File: config.mk
export PLATFORM = sky130hd
export DESIGN_NAME = sa_ctrl
export DESIGN_NICKNAME = d
export VERILOG_FILES = /design/src/rtl/sa_pkg.sv /design/src/rtl/sa_skew_gen.sv /design/src/rtl/sa_ctrl.sv
export SDC_FILE = /design/constraint.sdc
export NUM_CORES = 1
export LEC_CHECK = 0
export CORE_UTILIZATION = 50
export CTS_CLUSTER_SIZE = 12
export DETAILED_ROUTE_END_ITERATION = 16
export PLACE_DENSITY = 0.95
export SLEW_MARGIN = 25
export SYNTH_ARGS = -nofsm -noshare
export SYNTH_HDL_FRONTEND = slang
export SYNTH_SLANG_ARGS = --single-unit
export TNS_END_PERCENT = 1
File: constraint.sdc
create_clock -name clk -period 4.4 [get_ports clk]
set_input_delay 0.44 -clock clk [delete_from_list [all_inputs] [get_ports clk]]
set_output_delay 0.44 -clock clk [all_outputs]
set_load 0.1 [all_outputs]
File: src/rtl/sa_pkg.sv
// Shared types and helpers for the systolic-array sequencer.
package sa_pkg;

    typedef enum logic [1:0] {
        IDLE  = 2'd0,
        CLEAR = 2'd1,
        RUN   = 2'd2,
        DONE  = 2'd3
    } sa_state_t;

    localparam int ACC_WIDTH = 32;

    // Bits needed to hold any value in 0..max_val (at least one bit).
    function automatic int sa_width(input int max_val);
        return (max_val < 1) ? 1 : $clog2(max_val + 1);
    endfunction

endpackage

File: src/rtl/sa_skew_gen.sv
// One lane of the operand feed skew: lane LANE injects k index t-LANE
// while LANE <= t < LANE+kl and the array is enabled.
module sa_skew_gen
    import sa_pkg::*;
#(
    parameter int LANE = 0,
    parameter int KW   = 3,
    parameter int TW   = 4
) (
    input  logic [TW-1:0] t,
    input  logic [KW-1:0] kl,
    input  logic          pe_en,
    output logic          valid,
    output logic [KW-1:0] idx
);

    localparam logic [TW:0] LANE_W = (TW+1)'(LANE);

    logic [TW:0] t_ext;
    logic [TW:0] hi_excl;
    logic [TW:0] diff;

    // One extra bit so LANE+kl cannot wrap for the last lane.
    assign t_ext   = {1'b0, t};
    assign hi_excl = LANE_W + (TW+1)'(kl);
    assign diff    = t_ext - LANE_W;

    assign valid = pe_en && (t_ext >= LANE_W) && (t_ext < hi_excl);
    assign idx   = valid ? diff[KW-1:0] : '0;

endmodule

File: src/rtl/sa_ctrl.sv
// Sequencer for an M x K x N systolic array: clear, skewed operand feed, drain, done.
// Optional macro SA_CTRL_PERF_EN adds a saturating stall counter output perf_stall_cnt.
module sa_ctrl
    import sa_pkg::*;
#(
    parameter int M      = 4,
    parameter int K      = 4,
    parameter int N      = 4,
    parameter int PE_LAT = 1,
    parameter int KW     = sa_width(K)
) (
    input  logic            clk,
    input  logic            reset,
    input  logic            start,
    input  logic [KW-1:0]   k_len,
    input  logic            src_ready,
    output logic            busy,
    output logic            pe_clear,
    output logic            pe_en,
    output logic [M-1:0]    a_valid,
    output logic [M*KW-1:0] a_idx,
    output logic [N-1:0]    b_valid,
    output logic [N*KW-1:0] b_idx,
    output logic            c_valid,
    output logic            done,
    output logic            err_klen
`ifdef SA_CTRL_PERF_EN
    ,
    output logic [15:0]     perf_stall_cnt
`endif
);

    localparam int TW    = sa_width(K + M + N - 2 + PE_LAT);
    localparam int T_OFS = M + N - 3 + PE_LAT;
    localparam logic [KW-1:0] K_MAX = KW'(K);

    sa_state_t     state_reg;
    logic [TW-1:0] t_reg;
    logic [KW-1:0] kl_reg;
    logic [TW-1:0] t_last;

    // Last enabled RUN cycle is t == T-1 with T = kl + M + N - 2 + PE_LAT.
    assign t_last = TW'(kl_reg) + TW'(T_OFS);
    assign pe_en  = (state_reg == RUN) && src_ready;

    always_ff @(posedge clk) begin
        if (reset) begin
            state_reg <= IDLE;
            t_reg     <= '0;
            kl_reg    <= '0;
            busy      <= 1'b0;
            pe_clear  <= 1'b0;
            c_valid   <= 1'b0;
            done      <= 1'b0;
            err_klen  <= 1'b0;
        end else begin
            pe_clear <= 1'b0;
            c_valid  <= 1'b0;
            done     <= 1'b0;
            case (state_reg)
                IDLE: begin
                    if (start) begin
                        kl_reg    <= (k_len > K_MAX) ? K_MAX : k_len;
                        if (k_len > K_MAX)
                            err_klen <= 1'b1;
                        state_reg <= CLEAR;
                        pe_clear  <= 1'b1;
                        busy      <= 1'b1;
                    end
                end
                CLEAR: begin
                    t_reg <= '0;
                    if (kl_reg == '0) begin
                        state_reg <= DONE;
                        c_valid   <= 1'b1;
                        done      <= 1'b1;
                    end else begin
                        state_reg <= RUN;
                    end
                end
                RUN: begin
                    if (src_ready) begin
                        t_reg <= t_reg + 1'b1;
                        if (t_reg == t_last) begin
                            state_reg <= DONE;
                            c_valid   <= 1'b1;
                            done      <= 1'b1;
                        end
                    end
                end
                DONE: begin
                    busy      <= 1'b0;
                    state_reg <= IDLE;
                end
                default: state_reg <= IDLE;
            endcase
        end
    end

    genvar gi;
    generate
        for (gi = 0; gi < M; gi++) begin : g_row
            sa_skew_gen #(.LANE(gi), .KW(KW), .TW(TW)) u_row (
                .t     (t_reg),
                .kl    (kl_reg),
                .pe_en (pe_en),
                .valid (a_valid[gi]),
                .idx   (a_idx[gi*KW +: KW])
            );
        end
        for (gi = 0; gi < N; gi++) begin : g_col
            sa_skew_gen #(.LANE(gi), .KW(KW), .TW(TW)) u_col (
                .t     (t_reg),
                .kl    (kl_reg),
                .pe_en (pe_en),
                .valid (b_valid[gi]),
                .idx   (b_idx[gi*KW +: KW])
            );
        end
    endgenerate

`ifdef SA_CTRL_PERF_EN
    // Counts stalled RUN cycles; value survives done until the next clear.
    always_ff @(posedge clk) begin
        if (reset || pe_clear)
            perf_stall_cnt <= '0;
        else if (state_reg == RUN && !src_ready && perf_stall_cnt != 16'hFFFF)
            perf_stall_cnt <= perf_stall_cnt + 16'd1;
    end
`endif

endmodule

==> impl_metrics.yaml, run 1 <==
grt:
  overflow: 0
  grt_max_degree: 15
  grt_usage_pct: 20.6
  grt_pass1_vias: 1048
  grt_pass1_wl_um: 4350
  antenna_found_initial: 0
timing:
  fmax_mhz: 287
  min_period_over_period_pct: 79.1
  holdWs_ns: 0.491
  clock_skew_ns: 0.00661
  setup_viol: 0
  rsz0062_at_grt: "no"
  finalMaxSlewViolations: 0
  slew-limit-headroom_pct: 35.4
  finalHoldViolCount: 0
  period_minus_slack_ns: 3.48
  tns_ns: 0
  worstMarginPinSlew_ns: 0.966
synthesis:
  synthFlopType: "dfxtp_1"
  synth_edf_count: 0
  synth_cells: 171
  synth_cell_type_count: 33
  ys_top_cells_by_area: "ha_1 26%, dfxtp_1 19%, buf_4 11%"
  ys_seq_area_share_pct: 19.0
  ys.warnings.count: 0
  synthArstFlopShare_pct: 0
  ys_seq_elements: 13
  netlist_top_cells_count: "28 x ha_1, 21 x buf_4, 19 x nor2_1, 14 x inv_1, 13 x dfxtp_1"
  yosysTopAreaCell: "ha_1"
  syn_nets: 206
  syn_avg_cell_area_um2: 8.03
  syn_area_mm2: 0.00137
  synth.most_common_cell: "ha_1"
  yosysTopAreaCellShare_pct: 25.5
setup_path:
  r2r-start: "t_reg[0]$_SDFFE_PP0P_"
  crit_start: "state_reg[0]$_SDFFE_PP0P_"
  cp_max_fo: 9
  worst-path-stages: 7
  reg2reg_slack_ns: 2.25
  critical_path.startpoint_type: "flop"
  critPathCapture: "a_idx[0]"
  crit_chain: "inv_1, ha_1, nand2_1, nor3_1, nand2_1, nor2_1, clkdlybuf4s50_1"
  rr_endpoint: "state_reg[0]$_SDFFE_PP0P_"
  crit_top_cell: "nand2_1"
  reg2reg_depth: 6
  crit_type: "flop to output port"
  critical_path.endpoint_type: "output port"
  max_stage_delay_ns: 1.15
  required_ns: 3.96
  path_delay_family: "buffers and inverters"
  worst-endpoint-arrival_ns: 3.04
  cp_num_buf_inv: 2
  critPathSlowestCell: "clkdlybuf4s50_1"
floorplanning:
  std_cell_rows: 18
  initial_utilization_pct: 53.9
  die_y_um: 54.4
  die-area_mm2: 0.00296
  ios: 45
  die_w_um: 54.4
  core_region_area_mm2: 0.00254
placement:
  place.gp.congestion: 0.798
  dpl-instance-area_mm2: 0.00162
  place_hpwl_um: 2160
  port_buffers: 44
layout:
  nets: 230
  synthToLayoutAreaGrowth_pct: 20.0
  finalCoreUtilization_pct: 64.7
  stdcell_area_mm2: 0.00165
  drive_above_1_share_pct: 17.5
  n_antenna_cell: 0
  largest_reg_flops: 4
power:
  total_power_uw: 570
  internal-power_uw: 279
  p_leak_nw: 0.765
  p_seq_share_pct: 28.5
  netSwitchingFraction_pct: 51.1
  peakVddDrop_uv: 407
  cellPowerDensity_mw_per_mm2: 346
  pwr-share-comb_pct: 58.1
  p_sw_uw: 292
  pwr-share-clk_pct: 13.3
clocking:
  clock-sinks: 13
  ctsHtreeMaxLevel: 1
  cts_resized: 0
  cts_buffer_depth: 2
  tritoncts: "done"
  postCtsSetupRepairBufs: 0
  path_clk_slew_ns: 0.09
  cts_root_buffer: "clkbuf_4"
  cts_buffers: 3
  hold_buffers: 0
  clk_latency_ns: 0.28
worst_hold_path:
  holdCritPathClass: "flop to flop"
drt:
  drt_wl_total_um: 2720
  drt_pre_antenna_iters: 4
  drtAntennaViolNets: 0
  vias_per_cell: 5.21
  drtIter0Drc: 21
  avgRoutedWirePerCell_um: 12.1
  route.vias.total: 1167
  drc: 0
job:
  drv_cap: 0
run_status:
  status: "completed"
## tightest hold or removal path, cell delays in order, from the launching register on
cell     delay, ns
dfxtp_1       0.34
nor2_1        0.05
nor2_1        0.07
## layout by cell type (no fill, tap or decap), drive strengths merged, types with 4 or more instances in the layout
master / count
o21ai: 5
a21oi: 11
xnor2: 4
nand2: 9
nor2: 19
dfxtp: 13
ha: 28
buf: 25
inv: 14
clkdlybuf4s50: 19
nor3: 11
o21a: 4
## power by group through the flow
stage               clock network, mW  registers (mW)  logic (mW)
floorplan                           0           0.210       0.221
finish                         0.0761           0.163       0.331
global placement                    0           0.164       0.323
CTS                            0.0780           0.163       0.333
detailed placement                  0           0.165       0.331
global route                   0.0832           0.166       0.366
## worst min path at each step
stage / depth (start not counted) / from / slack (ns) / end
after floorplan: 2 / state_reg[1]$_SDFFE_PP0P_ / 0.50 / state_reg[1]$_SDFFE_PP0P_
after global placement: 2 / err_klen$_SDFFE_PP0P_ / 0.46 / err_klen$_SDFFE_PP0P_
after detailed placement: 2 / err_klen$_SDFFE_PP0P_ / 0.47 / err_klen$_SDFFE_PP0P_
after CTS: 2 / err_klen$_SDFFE_PP0P_ / 0.50 / err_klen$_SDFFE_PP0P_
after global routing: 2 / err_klen$_SDFFE_PP0P_ / 0.56 / err_klen$_SDFFE_PP0P_
final: 2 / err_klen$_SDFFE_PP0P_ / 0.49 / err_klen$_SDFFE_PP0P_
## metal layers
layer  wire, µm  vias up  GRT usage [%]
met5          0        -              0
met4         20        0           1.28
met3        134        2           5.83
met2       1390       39           39.8
met1       1170      524           22.8
li1           -      602              -
## cell type report
cell class	instances	area [µm²]
sequential	13	260
timing repair buffer	44	378
fill	221	898
multi-input combinational	119	891
clock inverter	1	5.00
tap	30	37.5
inverter	14	52.6
clock buffer	3	22.5
## metrics by stage
step                      setup slack (ns)  std cells
final                                0.921        224
after global routing                 0.691        224
after detailed placement              1.14        220
after floorplan                     -0.262        171
after CTS                            0.917        224
after global placement                1.22        220
## kinds of logic (layout without fill, tap and decap cells)
logic type	Yosys count	in the layout	synth area share, %
fa+ha+maj	28	28	25.5
flops	13	13	19.0
buf+inv	39	62	16.5
xor+xnor	6	6	3.83
compound gates	26	26	12.9
mux	2	2	1.46
simple gates	57	57	20.8
(Power assumes the default switching activity.)
==> run 2: changes to the inputs <==
- CORE_UTILIZATION: 50 -> 42
- PLACE_DENSITY: 0.95 -> 0.87
- clock period: 4.4 -> 2.8 ns (I/O delays scaled with it)
==> impl_metrics.yaml, run 2 (synthesis results as in run 1) <==
clocking:
  clk_latency_ns: 0.29
  tritoncts: "done"
  postCtsSetupRepairBufs: 0
  clock-sinks: 13
  path_clk_slew_ns: 0.09
  cts_buffers: 3
  ctsHtreeMaxLevel: 1
  cts_root_buffer: "clkbuf_4"
  hold_buffers: 0
  cts_buffer_depth: 2
floorplanning:
  ios: 45
  core_region_area_mm2: 0.00308
  die_y_um: 59.2
  std_cell_rows: 20
  die-area_mm2: 0.00350
  initial_utilization_pct: 44.6
  die_w_um: 59.2
power:
  p_leak_nw: 0.900
  cellPowerDensity_mw_per_mm2: 440
  total_power_uw: 950
  peakVddDrop_uv: 455
setup_path:
  crit_type: "flop to output port"
  required_ns: 2.52
  crit_top_cell: "ha_1"
  worst-endpoint-arrival_ns: 2.41
  critical_path.startpoint_type: "flop"
  crit_chain: "inv_2, ha_1, inv_1, ha_1, nor2b_1, o21a_1, o21a_4, nor3_4, buf_12"
  reg2reg_slack_ns: 0.81
  path_delay_family: "adder cells"
  critPathSlowestCell: "dfxtp_2"
  cp_max_fo: 5
  cp_num_buf_inv: 3
  critical_path.endpoint_type: "output port"
  max_stage_delay_ns: 0.38
grt:
  grt_pass1_vias: 1205
  grt_pass1_wl_um: 5510
  grt_max_degree: 14
  grt_usage_pct: 21.0
  antenna_found_initial: 0
  overflow: 0
placement:
  dp.cells: 238
  place.gp.congestion: 0.810
  port_buffers: 44
  place_hpwl_um: 2660
timing:
  finalMaxSlewViolations: 0
  slew-limit-headroom_pct: 68.7
  clock_skew_ns: 0.00975
  setup_viol: 0
  min_period_over_period_pct: 96.0
  finalHoldViolCount: 0
  tns_ns: 0
  fmax_mhz: 372
  holdWs_ns: 0.498
  worstMarginPinSlew_ns: 0.469
  period_minus_slack_ns: 2.69
  rsz0062_at_grt: "yes"
worst_hold_path:
  holdCritPathClass: "flop to flop"
layout:
  final_common_cell: "buf_12"
  n_antenna_cell: 0
  drive_above_1_share_pct: 34.3
  fin_cells: 242
  largest_reg_flops: 4
  most-common-layout-cells: "32 x buf_12, 28 x ha_1, 14 x nor2_1, 12 x inv_1, 11 x a21oi_1"
  synthToLayoutAreaGrowth_pct: 57.4
  nets: 234
  finalCoreUtilization_pct: 70.2
drt:
  avgRoutedWirePerCell_um: 13.6
  drtAntennaViolNets: 0
  drt_wl_total_um: 3290
  drt_pre_antenna_iters: 4
  drtIter0Drc: 22
  vias_per_cell: 5.15
  route.vias.total: 1247
  drc: 0
run_status:
  status: "completed"
job:
  drv_cap: 0
[run 2: changes by cell type in the layout (fill, tap and decap cells not counted), sizes merged]
| cell | before | now |
|---|---|---|
| clkdlybuf4s50 | 19 | 6 |
| buf | 25 | 42 |
| clkbuf | 3 | 4 |
| clkinv | 1 | 0 |
[run 2: tightest hold or removal path, cell delays in order, from the launching register on]
cell and delay (ns):
dfxtp_1 0.34, a21oi_1 0.06, nor2_1 0.07
[run 2: repair_timing]
action                     in CTS  in global routing
pin swaps                       3                  2
setup endpoints to repair      18                 22
gates resized for setup         7                  7
[run 2: worst paths after layout]
check,end,start,cells after the start
min,busy$_SDFFE_PP0P_,busy$_SDFFE_PP0P_,2
max,b_idx[4],kl_reg[1]$_SDFFE_PP0P_,9
max reg2reg,state_reg[0]$_SDFFE_PP0P_,t_reg[0]$_SDFFE_PP0P_,7
min reg2reg,busy$_SDFFE_PP0P_,busy$_SDFFE_PP0P_,2
[run 2: metrics by stage]
stage / instance area [µm²] / setup slack [ns]
after detailed placement: 2100 / 0.186
after global routing: 2160 / -0.00769
after floorplan: 1450 / -0.441
final: 2160 / 0.112
after CTS: 2150 / 0.0226
after global placement: 2100 / 0.285
[run 2: routing by layer]
layer / GRT usage [%] / vias to the layer above / part of all wire, % / routed length (µm)
li1: - / 612 / - / -
met1: 22.6 / 580 / 38 / 1270
met2: 39.3 / 47 / 54 / 1780
met3: 5.02 / 8 / 5.2 / 172
met4: 7.82 / 0 / 2.0 / 66
met5: 0 / - / 0 / 0
[run 2: area by class of cell]
class	instances	area [µm²]
tap	44	55.1
inverter	14	52.6
clock buffer	4	26.3
sequential	13	267
timing repair buffer	48	776
fill	219	917
multi-input combinational	119	985
[run 2: power breakdown]
group          switching, mW  leakage (nW)  internal [mW]
sequential            0.0357         0.108          0.218
combinational          0.384         0.777          0.192
clock                 0.0651        0.0150         0.0554
